File: config.mk
export PLATFORM = sky130hd
export DESIGN_NAME = adc_mem_capture
export DESIGN_NICKNAME = d
export VERILOG_FILES = /design/src/rtl/adc_mem_capture_pkg.sv /design/src/rtl/adc_mem_capture_trig_detect.sv /design/src/rtl/adc_mem_capture.sv
export SDC_FILE = /design/constraint.sdc
export NUM_CORES = 1
export LEC_CHECK = 0
export ABC_AREA = 1
export BUFFER_PORTS_ARGS = -buffer_cell sky130_fd_sc_hd__buf_4
export CORE_ASPECT_RATIO = 2
export CORE_MARGIN = 8
export CORE_UTILIZATION = 50
export CTS_BUF_LIST = sky130_fd_sc_hd__clkbuf_8 sky130_fd_sc_hd__clkbuf_16
export DETAILED_ROUTE_END_ITERATION = 12
export GPL_ROUTABILITY_DRIVEN = 0
export PLACE_DENSITY = 0.74
export RECOVER_POWER = 25
export SLEW_MARGIN = 30
export SYNTH_ARGS = -nofsm -noshare
export SYNTH_HDL_FRONTEND = slang
export SYNTH_HIERARCHICAL = 1
export SYNTH_SLANG_ARGS = --single-unit
File: constraint.sdc
create_clock -name clk -period 6.5 [get_ports clk]
set_clock_uncertainty 0.05 [all_clocks]
set_input_delay 1.3 -clock clk [delete_from_list [all_inputs] [get_ports clk]]
set_output_delay 1.3 -clock clk [all_outputs]
set_load 0.03 [all_outputs]
File: src/rtl/adc_mem_capture_pkg.sv
// Shared types and sizing for the dual-channel ADC capture controller.
package adc_mem_capture_pkg;

  localparam int unsigned ADC_W        = 14;
  localparam int unsigned CAP_ADDR_W   = 11;
  localparam int unsigned CAP_DECIM_W  = 8;

  typedef struct packed {
    logic signed [ADC_W-1:0] adc_ch1;
    logic signed [ADC_W-1:0] adc_ch0;
  } adc_sample_t;

  typedef enum logic [1:0] {
    TRIG_IMMEDIATE = 2'b00,
    TRIG_EXT       = 2'b01,
    TRIG_LEVEL_CH0 = 2'b10,
    TRIG_RESERVED  = 2'b11
  } cap_trig_mode_t;

  typedef enum logic [1:0] {
    IDLE    = 2'b00,
    ARMED   = 2'b01,
    CAPTURE = 2'b10,
    DONE    = 2'b11
  } cap_state_t;

endpackage

File: src/rtl/adc_mem_capture_trig_detect.sv
// Trigger qualification: external rising edge or ch0 rising threshold crossing,
// always gated by the ADC sample strobe.
module adc_mem_capture_trig_detect
  import adc_mem_capture_pkg::*;
(
  input  logic                    clk,
  input  logic                    rst,
  input  logic [1:0]              mode,
  input  logic signed [ADC_W-1:0] thresh,
  input  logic                    ext_trig,
  input  logic                    adc_valid,
  input  logic signed [ADC_W-1:0] ch0,
  output logic                    trig_c
);

  logic                    ext_prev;
  logic signed [ADC_W-1:0] prev_ch0;
  logic                    ext_rise;
  logic                    level_cross;

  // History regs; prev_ch0 tracks every valid sample regardless of FSM state.
  always_ff @(posedge clk) begin
    if (rst) begin
      ext_prev <= 1'b0;
      prev_ch0 <= '0;
    end else begin
      ext_prev <= ext_trig;
      if (adc_valid) prev_ch0 <= ch0;
    end
  end

  assign ext_rise    = ext_trig & ~ext_prev;
  assign level_cross = (prev_ch0 < thresh) && (ch0 >= thresh);

  always_comb begin
    trig_c = 1'b0;
    case (cap_trig_mode_t'(mode))
      TRIG_EXT:       trig_c = adc_valid & ext_rise;
      TRIG_LEVEL_CH0: trig_c = adc_valid & level_cross;
      default:        trig_c = adc_valid;
    endcase
  end

endmodule

File: src/rtl/adc_mem_capture.sv
// Capture controller: arms on start, waits for trigger, then writes a programmable
// number of decimated ADC sample pairs into BRAM port A.
module adc_mem_capture
  import adc_mem_capture_pkg::*;
#(
  parameter int unsigned ADDR_WIDTH = CAP_ADDR_W,
  parameter int unsigned DECIM_W    = CAP_DECIM_W
) (
  input  logic                  clk,
  input  logic                  rst,
  input  logic                  cap_start_i,
  input  logic                  cap_abort_i,
  input  logic [ADDR_WIDTH-1:0] cap_len_i,
  input  logic [1:0]            cap_trig_mode_i,
  input  logic [ADC_W-1:0]      cap_thresh_i,
  input  logic [DECIM_W-1:0]    cap_decim_i,
  input  logic                  ext_trig_i,
  input  logic                  adc_valid_i,
  input  adc_sample_t           adc_data_i,
  output logic [ADDR_WIDTH-1:0] mem_addr_o,
  output logic                  mem_we_o,
  output adc_sample_t           mem_data_o,
  output logic                  cap_busy_o,
  output logic                  cap_done_o,
  output logic [ADDR_WIDTH-1:0] cap_count_o
);

  cap_state_t              state;
  logic [ADDR_WIDTH-1:0]   len_q;
  logic [1:0]              mode_q;
  logic signed [ADC_W-1:0] thresh_q;
  logic [DECIM_W-1:0]      decim_q;
  logic [DECIM_W-1:0]      decim_cnt;
  logic                    trig_c;
  logic                    last_c;
  logic                    start_ok_c;

  adc_mem_capture_trig_detect u_trig (
    .clk       (clk),
    .rst       (rst),
    .mode      (mode_q),
    .thresh    (thresh_q),
    .ext_trig  (ext_trig_i),
    .adc_valid (adc_valid_i),
    .ch0       (adc_data_i.adc_ch0),
    .trig_c    (trig_c)
  );

  // The sample about to be stored is the final one of this capture.
  assign last_c     = (cap_count_o == len_q - ADDR_WIDTH'(1));
  assign start_ok_c = cap_start_i && (cap_len_i != '0);

  always_ff @(posedge clk) begin
    if (rst) begin
      state       <= IDLE;
      len_q       <= '0;
      mode_q      <= '0;
      thresh_q    <= '0;
      decim_q     <= '0;
      decim_cnt   <= '0;
      mem_addr_o  <= '0;
      mem_we_o    <= 1'b0;
      mem_data_o  <= '0;
      cap_busy_o  <= 1'b0;
      cap_done_o  <= 1'b0;
      cap_count_o <= '0;
    end else begin
      mem_we_o <= 1'b0;
      if (cap_abort_i) begin
        state      <= IDLE;
        cap_busy_o <= 1'b0;
        cap_done_o <= 1'b0;
      end else begin
        case (state)
          IDLE, DONE: begin
            if (start_ok_c) begin
              state       <= ARMED;
              len_q       <= cap_len_i;
              mode_q      <= cap_trig_mode_i;
              thresh_q    <= $signed(cap_thresh_i);
              decim_q     <= cap_decim_i;
              cap_count_o <= '0;
              cap_busy_o  <= 1'b1;
              cap_done_o  <= 1'b0;
            end
          end
          ARMED: begin
            // Trigger sample is stored as decimation phase 0.
            if (trig_c) begin
              mem_we_o    <= 1'b1;
              mem_addr_o  <= cap_count_o;
              mem_data_o  <= adc_data_i;
              cap_count_o <= cap_count_o + ADDR_WIDTH'(1);
              decim_cnt   <= (decim_q == '0) ? '0 : DECIM_W'(1);
              if (last_c) begin
                state      <= DONE;
                cap_busy_o <= 1'b0;
                cap_done_o <= 1'b1;
              end else begin
                state <= CAPTURE;
              end
            end
          end
          CAPTURE: begin
            if (adc_valid_i) begin
              decim_cnt <= (decim_cnt == decim_q) ? '0 : decim_cnt + DECIM_W'(1);
              if (decim_cnt == '0) begin
                mem_we_o    <= 1'b1;
                mem_addr_o  <= cap_count_o;
                mem_data_o  <= adc_data_i;
                cap_count_o <= cap_count_o + ADDR_WIDTH'(1);
                if (last_c) begin
                  state      <= DONE;
                  cap_busy_o <= 1'b0;
                  cap_done_o <= 1'b1;
                end
              end
            end
          end
          default: state <= IDLE;
        endcase
      end
    end
  end

endmodule
Word-level counts from Yosys, hierarchy flattened
Cells that the tools add are included.
{ "totals": {"regBits": 113, "in_bits": 69, "output_inout_bits": 53} }
{ "op_classes": {"addsub": 3, "reduce_logical": 15, "n_eq_ne": 12, "bitwise": 5, "mux": 42, "magnitude_cmp": 2} }
{ "ops": {"columns": ["operator", "count"], "rows": [
  ["28-bit 2-to-1 mux", 3],
  ["11-bit 2-to-1 mux", 7],
  ["28-bit case mux with 2 select lines", 1],
  ["11-bit case mux with 3 select lines", 1],
  ["8-bit 2-to-1 mux", 3],
  ["11-bit case mux with 2 select lines", 1],
  ["8-bit zero test", 2],
  ["8-bit case mux with 2 select lines", 1],
  ["1-bit 2-to-1 mux", 15],
  ["5-bit AND reduction", 3],
  ["14-bit greater-or-equal comparator", 1],
  ["14-bit less-than comparator", 1],
  ["11-bit by 1-bit adder with 11-bit output (second input constant)", 1],
  ["11-bit == test", 1],
  ["11-bit nonzero test", 1],
  ["11-bit by 1-bit subtractor with 11-bit output (second input constant)", 1],
  ["2-bit 2-to-1 mux", 5],
  ["2-bit inequality test (second input constant)", 5],
  ["8-bit by 1-bit adder with 8-bit output (second input constant)", 1],
  ["8-bit == test", 1],
  ["4-bit AND reduction", 2],
  ["2-bit == test (second input constant)", 3],
  ["1-bit case mux with 3 select lines", 2],
  ["2-bit case mux with 3 select lines", 1],
  ["9 further kinds", 16]
]} }

Longest topological paths before layout
{ "logic_depth": {"depth_word": 6, "depth_mapped": 24, "ltp_nobuf": 24} }

Modules after synthesis
Netlist, hierarchy kept.
{ "by_module_without_submodules": {"columns": ["module", "n_inst", "seq_area_each_um2", "area_each_um2", "cells_each"], "rows": [
  ["adc_mem_capture", 1, 1961.9, 4471.8, 621],
  ["adc_mem_capture_trig_detect", 1, 300.3, 1288.7, 193]
]} }

Least setup slack after synthesis
Ideal clock, no wire load.
{ "synth_timing": {"path_kind": "in2reg", "startpoint": "input adc_data_i[13] (netlist bit)", "endpoint": "register cap_count_o[5]", "arrival_ns": 3.195, "slack_ns": 3.124, "path_stages": 22, "required_time_ns": 6.318, "cell_sequence": "ha_1 > nand2_1 > inv_1 > nand3_2 > a21oi_1 > nor2_1 > nand2_1 > nand2_1 > nand3_1 > nand2_1 > a21oi_2 > inv_1 > nand2_1 > nand2_2 > inv_1 > nand2_4 > inv_4 > nand2_4 > nor2_8 > nand2_4 > nor3_1 > nor3b_2"} }
{ "synth_via": {"elab_chain_cells": 6} }
{ "synth_rtl": {"columns": ["element", "line_no", "source"], "rows": [
  ["start, declared", "adc_mem_capture.sv:19", "input adc_sample_t adc_data_i,"],
  ["14-bit greater-or-equal comparator", "adc_mem_capture_trig_detect.sv:33", "assign level_cross = (prev_ch0 < thresh) && (ch0 >= thresh);"],
  ["1-bit logical AND", "adc_mem_capture_trig_detect.sv:33", null],
  ["1-bit AND", "adc_mem_capture_trig_detect.sv:39", "TRIG_LEVEL_CH0: trig_c = adc_valid & level_cross;"],
  ["1-bit case mux with 2 select lines", "adc_mem_capture_trig_detect.sv:37", "case (cap_trig_mode_t'(mode))"],
  ["named net trig_c", "adc_mem_capture.sv:34", "logic trig_c;"],
  ["2-bit inequality test (no source line)", null, null],
  ["5-bit AND reduction (no source line)", null, null],
  ["end signal, assigned", "adc_mem_capture.sv:93", "cap_count_o <= cap_count_o + ADDR_WIDTH'(1);"],
  ["end signal, assigned", "adc_mem_capture.sv:111", "cap_count_o <= cap_count_o + ADDR_WIDTH'(1);"],
  ["end, declared", "adc_mem_capture.sv:25", "output logic [ADDR_WIDTH-1:0] cap_count_o"]
]} }
The timed path passes the listed nets, and every way through them passes these cells.
A chain may end at the register's enable or synchronous reset.

Worst setup path in the final report
{ "layout_timing": {"startpoint": "input adc_data_i[13] (netlist bit)", "endpoint": "register mem_addr_o[4]"} }
{ "layout_via": {"elab_chain_cells": 6} }
{ "layout_rtl": {"columns": ["element", "line_no", "source"], "rows": [
  ["14-bit greater-or-equal comparator", "adc_mem_capture_trig_detect.sv:33", null],
  ["1-bit logical AND", "adc_mem_capture_trig_detect.sv:33", null],
  ["1-bit AND", "adc_mem_capture_trig_detect.sv:39", null],
  ["1-bit case mux with 2 select lines", "adc_mem_capture_trig_detect.sv:37", null],
  ["named net trig_c", "adc_mem_capture.sv:34", null],
  ["2-bit inequality test (no source line)", null, null],
  ["5-bit AND reduction (no source line)", null, null],
  ["end signal, assigned", "adc_mem_capture.sv:91", "mem_addr_o <= cap_count_o;"],
  ["end signal, assigned", "adc_mem_capture.sv:109", "mem_addr_o <= cap_count_o;"],
  ["end, declared", "adc_mem_capture.sv:20", "output logic [ADDR_WIDTH-1:0] mem_addr_o,"]
]} }
The timed path passes the listed nets, and every way through them passes these cells.

==> results.sh <==
export IMPL_route_detailed_drc=0
export IMPL_period_share_pct=58.0
export IMPL_final_util_pct=64.0
export IMPL_num_vias=5617
export IMPL_clock_sinks=113
export IMPL_dpl_hpwl_um=12000
export IMPL_slew_headroom_pct=-31.5
export IMPL_ir_drop_mv=0.209
export IMPL_synth_top_family_by_area="simple AND/OR/NAND/NOR gates"
export IMPL_synth_cell_types=42
export IMPL_first_global_vias=5715
export IMPL_p_per_area_mw_per_mm2=277
export IMPL_fp_dieW_um=91.9
export IMPL_cts_buffer_depth=2
export IMPL_p_leak_nw=3.25
export IMPL_synthAdderAreaFrac_pct=7.38
export IMPL_fp_dieH_um=168
export IMPL_yosys_area_share_simple_pct=29.3
export IMPL_cp_start_kind="input pin"
export IMPL_tritoncts="built"
export IMPL_avgSynthCellArea_um2=7.08
export IMPL_antenna_cells=0
export IMPL_rsz0062_at_grt="false"
export IMPL_wl_per_cell_um=15.1
export IMPL_antenna_found_initial=0
export IMPL_drt_iter0_markers=243
export IMPL_io_pins=122
export IMPL_clkSlewWorstSetupHoldPaths_ns=0.06
export IMPL_num_rows=55
export IMPL_cts_buffers=17
export IMPL_clock_latency_ns=0.42
export IMPL_fin_setup_tns_ns=0
export IMPL_h_tree_depth=4
export IMPL_met2_wirelength_um=9100
export IMPL_post_cts_buffers=0
export IMPL_yosysWarnings=6
export IMPL_synthXorXnorAreaFrac_pct=1.52
export IMPL_wl_met1_um=6060
export IMPL_dieArea_mm2=0.0154
export IMPL_wl_met3_um=751
export IMPL_ys_seq_elements=113
export IMPL_grt_max_degree=59
export IMPL_port_buffers=121
export IMPL_setup_violations=0
export IMPL_cp_max_fo=50
export IMPL_endpoint_kind="flop"
export IMPL_syn_nets=917
export IMPL_cts_root_buffer="clkbuf_16"
export IMPL_hold_viol_final=0
export IMPL_drtAntennaViolNets=0
export IMPL_gr_total_overflow=0
export IMPL_yosysTopAreaCell="dfxtp_1"
export IMPL_rr_worst_depth=21
export IMPL_fin_nets=1030
export IMPL_grt_pass1_wl_um=26700
export IMPL_core_area_mm2=0.0113
export IMPL_required_ns=6.76
export IMPL_grt_usage_pct=21.4
export IMPL_outcome="complete, but fails checks"
export IMPL_drv_cap=1
export IMPL_path_class="in -> reg"
export IMPL_min_path_cells=2
export IMPL_drive_gt1_share_pct=17.4
export IMPL_cts_resized_gates=0
export IMPL_area_growth_pct=25.4
export IMPL_syn_instance_count=814
export IMPL_drt_pass1_iter_count=5
export IMPL_maxSlewViolCount=43
export IMPL_synthMuxAreaShare_pct=0
export IMPL_worst_pin_slew_ns=1.97
export IMPL_synth_area_leaders="dfxtp_1 39%, nand2_1 11%, ha_1 7.4%, a21oi_1 7.1%, nor2_1 6.5%"
export IMPL_synth_area_mm2=0.00576
export IMPL_max_freq_ghz=0.265
export IMPL_min_period_ns=3.77
export IMPL_routed_top_layer="met4"
export IMPL_wl_um=16300
export IMPL_failed_checks="capacitance limit, slew limit"
export IMPL_yosysSeqAreaShare_pct=39.3
export IMPL_initial_core_util_pct=51.0
export IMPL_synth_compound_area_share_pct=14.2
export IMPL_hold_class="reg -> reg"
export IMPL_worstPathArrival_ns=4.03
export IMPL_netlist_area_leader_share_pct=39.3
export IMPL_viasPerCell=5.19
export IMPL_hold_buffers=0
-- Yosys cell counts --
| cell | instances |
|---|---|
| nor2_8 | 1 |
| nand3b_1 | 2 |
| inv_4 | 2 |
| inv_1 | 85 |
| a31oi_1 | 1 |
| a211oi_1 | 1 |
| a21oi_1 | 82 |
| nand2_2 | 2 |
| nand3_1 | 43 |
| nor4_1 | 1 |
| nor3_1 | 18 |
| nand2_4 | 4 |
| clkbuf_1 | 17 |
| xor2_1 | 4 |
| clkbuf_2 | 1 |
| inv_2 | 4 |
| buf_2 | 9 |
| or2_1 | 1 |
| o21a_1 | 1 |
| nor3b_2 | 3 |
| dfxtp_1 | 113 |
| a32oi_1 | 1 |
| o21ai_1 | 6 |
| ha_1 | 34 |
| nor2_1 | 99 |
| nor3b_1 | 1 |
| o21bai_1 | 1 |
| a22oi_1 | 1 |
| a21oi_2 | 3 |
| nand4_2 | 1 |
| buf_1 | 1 |
| buf_6 | 1 |
| nand2_1 | 176 |
| buf_4 | 1 |
| nand4_1 | 12 |
| nor2_2 | 10 |
| xnor2_1 | 6 |
| o21ai_0 | 59 |
| o21ai_2 | 1 |
| nand3_2 | 2 |
| or2_2 | 1 |
| nor2_4 | 2 |
-- sequential cells by signal (all words and copies together), names as in the netlist --
name             cells
thresh_q            14
mem_data_o          28
u_trig/prev_ch0     14
cap_busy_o           1
cap_done_o           1
len_q               11
decim_q              8
state                2
mem_we_o             1
mem_addr_o          11
mode_q               2
u_trig/ext_prev      1
cap_count_o         11
decim_cnt            8
-- layer usage --
layer  track usage, %  up-vias
met4             9.04        0
met5                0        -
met1             20.5     2572
met2             41.3      141
li1                 -     2870
met3             5.03       34
-- kinds of logic after synthesis --
logic type / count (synthesis)
AOI/OAI and AO/OA: 157
xor gates and xnor gates: 10
and+or+nand+nor: 379
DFF: 113
buffers and inverters: 121
adders and majority gates: 34
-- critical path, stage by stage --
cell     delay (ns)
buf_4          0.13
ha_1           0.32
nand2_1        0.08
inv_1          0.07
nand3_2        0.07
nor2_2         0.13
nand2_1        0.09
nand2_1        0.07
nand2_1        0.04
nand3_1        0.07
nand2_1        0.07
a21oi_2        0.14
inv_1          0.05
nand2_1        0.06
nand2_2        0.07
inv_1          0.09
nand2_4        0.08
nor2_4         0.08
buf_4          0.38
inv_2          0.35
nor2_1         0.19
nor2_1         0.06
-- power by group --
part	switching, mW	total [mW]	internal [mW]
clock	0.357	0.937	0.580
combinational	0.198	0.310	0.112
sequential	0.0230	0.752	0.729
-- worst paths after layout --
kind,startpoint,end,slack [ns]
max,adc_data_i[13],mem_addr_o[4],2.73
min,thresh_q[4],thresh_q[4],0.41
max reg2reg,thresh_q[13],mem_addr_o[4],3.26
min reg2reg,thresh_q[4],thresh_q[4],0.41
-- per-stage QoR --
stage | cells | total power, mW | cell area [um2] | hold WS, ns | worst slack [ns]
detailed placement | 1050 | 1.09 | 6730 | 0.404 | 2.24
CTS | 1082 | 2.02 | 7330 | 0.412 | 2.68
global route | 1082 | 2.08 | 7230 | 0.438 | 2.41
floorplan | 814 | 0.972 | 5760 | 0.389 | 3.12
finish | 1082 | 2.00 | 7230 | 0.411 | 2.73
global placement | 1050 | 1.08 | 6730 | 0.400 | 2.32
-- placed cells by master, fill, tap and decap left out, types with 2 or more instances in the layout --
cell type	count
a21oi_1	82
a21oi_2	3
buf_4	97
bufinv_16	2
clkbuf_1	27
clkbuf_16	17
clkinv_4	4
dfxtp_1	113
ha_1	34
inv_1	86
inv_2	4
inv_4	2
inv_6	5
nand2_1	176
nand2_2	2
nand2_4	4
nand3_1	43
nand3_2	2
nand3b_1	2
nand4_1	12
nor2_1	99
nor2_2	10
nor2_4	2
nor3_1	18
nor3b_2	3
o21ai_0	59
o21ai_1	6
xnor2_1	6
xor2_1	4
-- cell type report --
| type | count | area (um2) |
|---|---|---|
| Sequential cell | 113 | 2260 |
| Clock buffer | 18 | 439 |
| Fill cell | 1027 | 4060 |
| Tap cell | 142 | 178 |
| Multi-Input combinational cell | 580 | 3020 |
| Inverter | 91 | 347 |
| Timing Repair Buffer | 124 | 830 |
| Clock inverter | 14 | 155 |
Note: power is estimated with default switching activity, not from simulation.
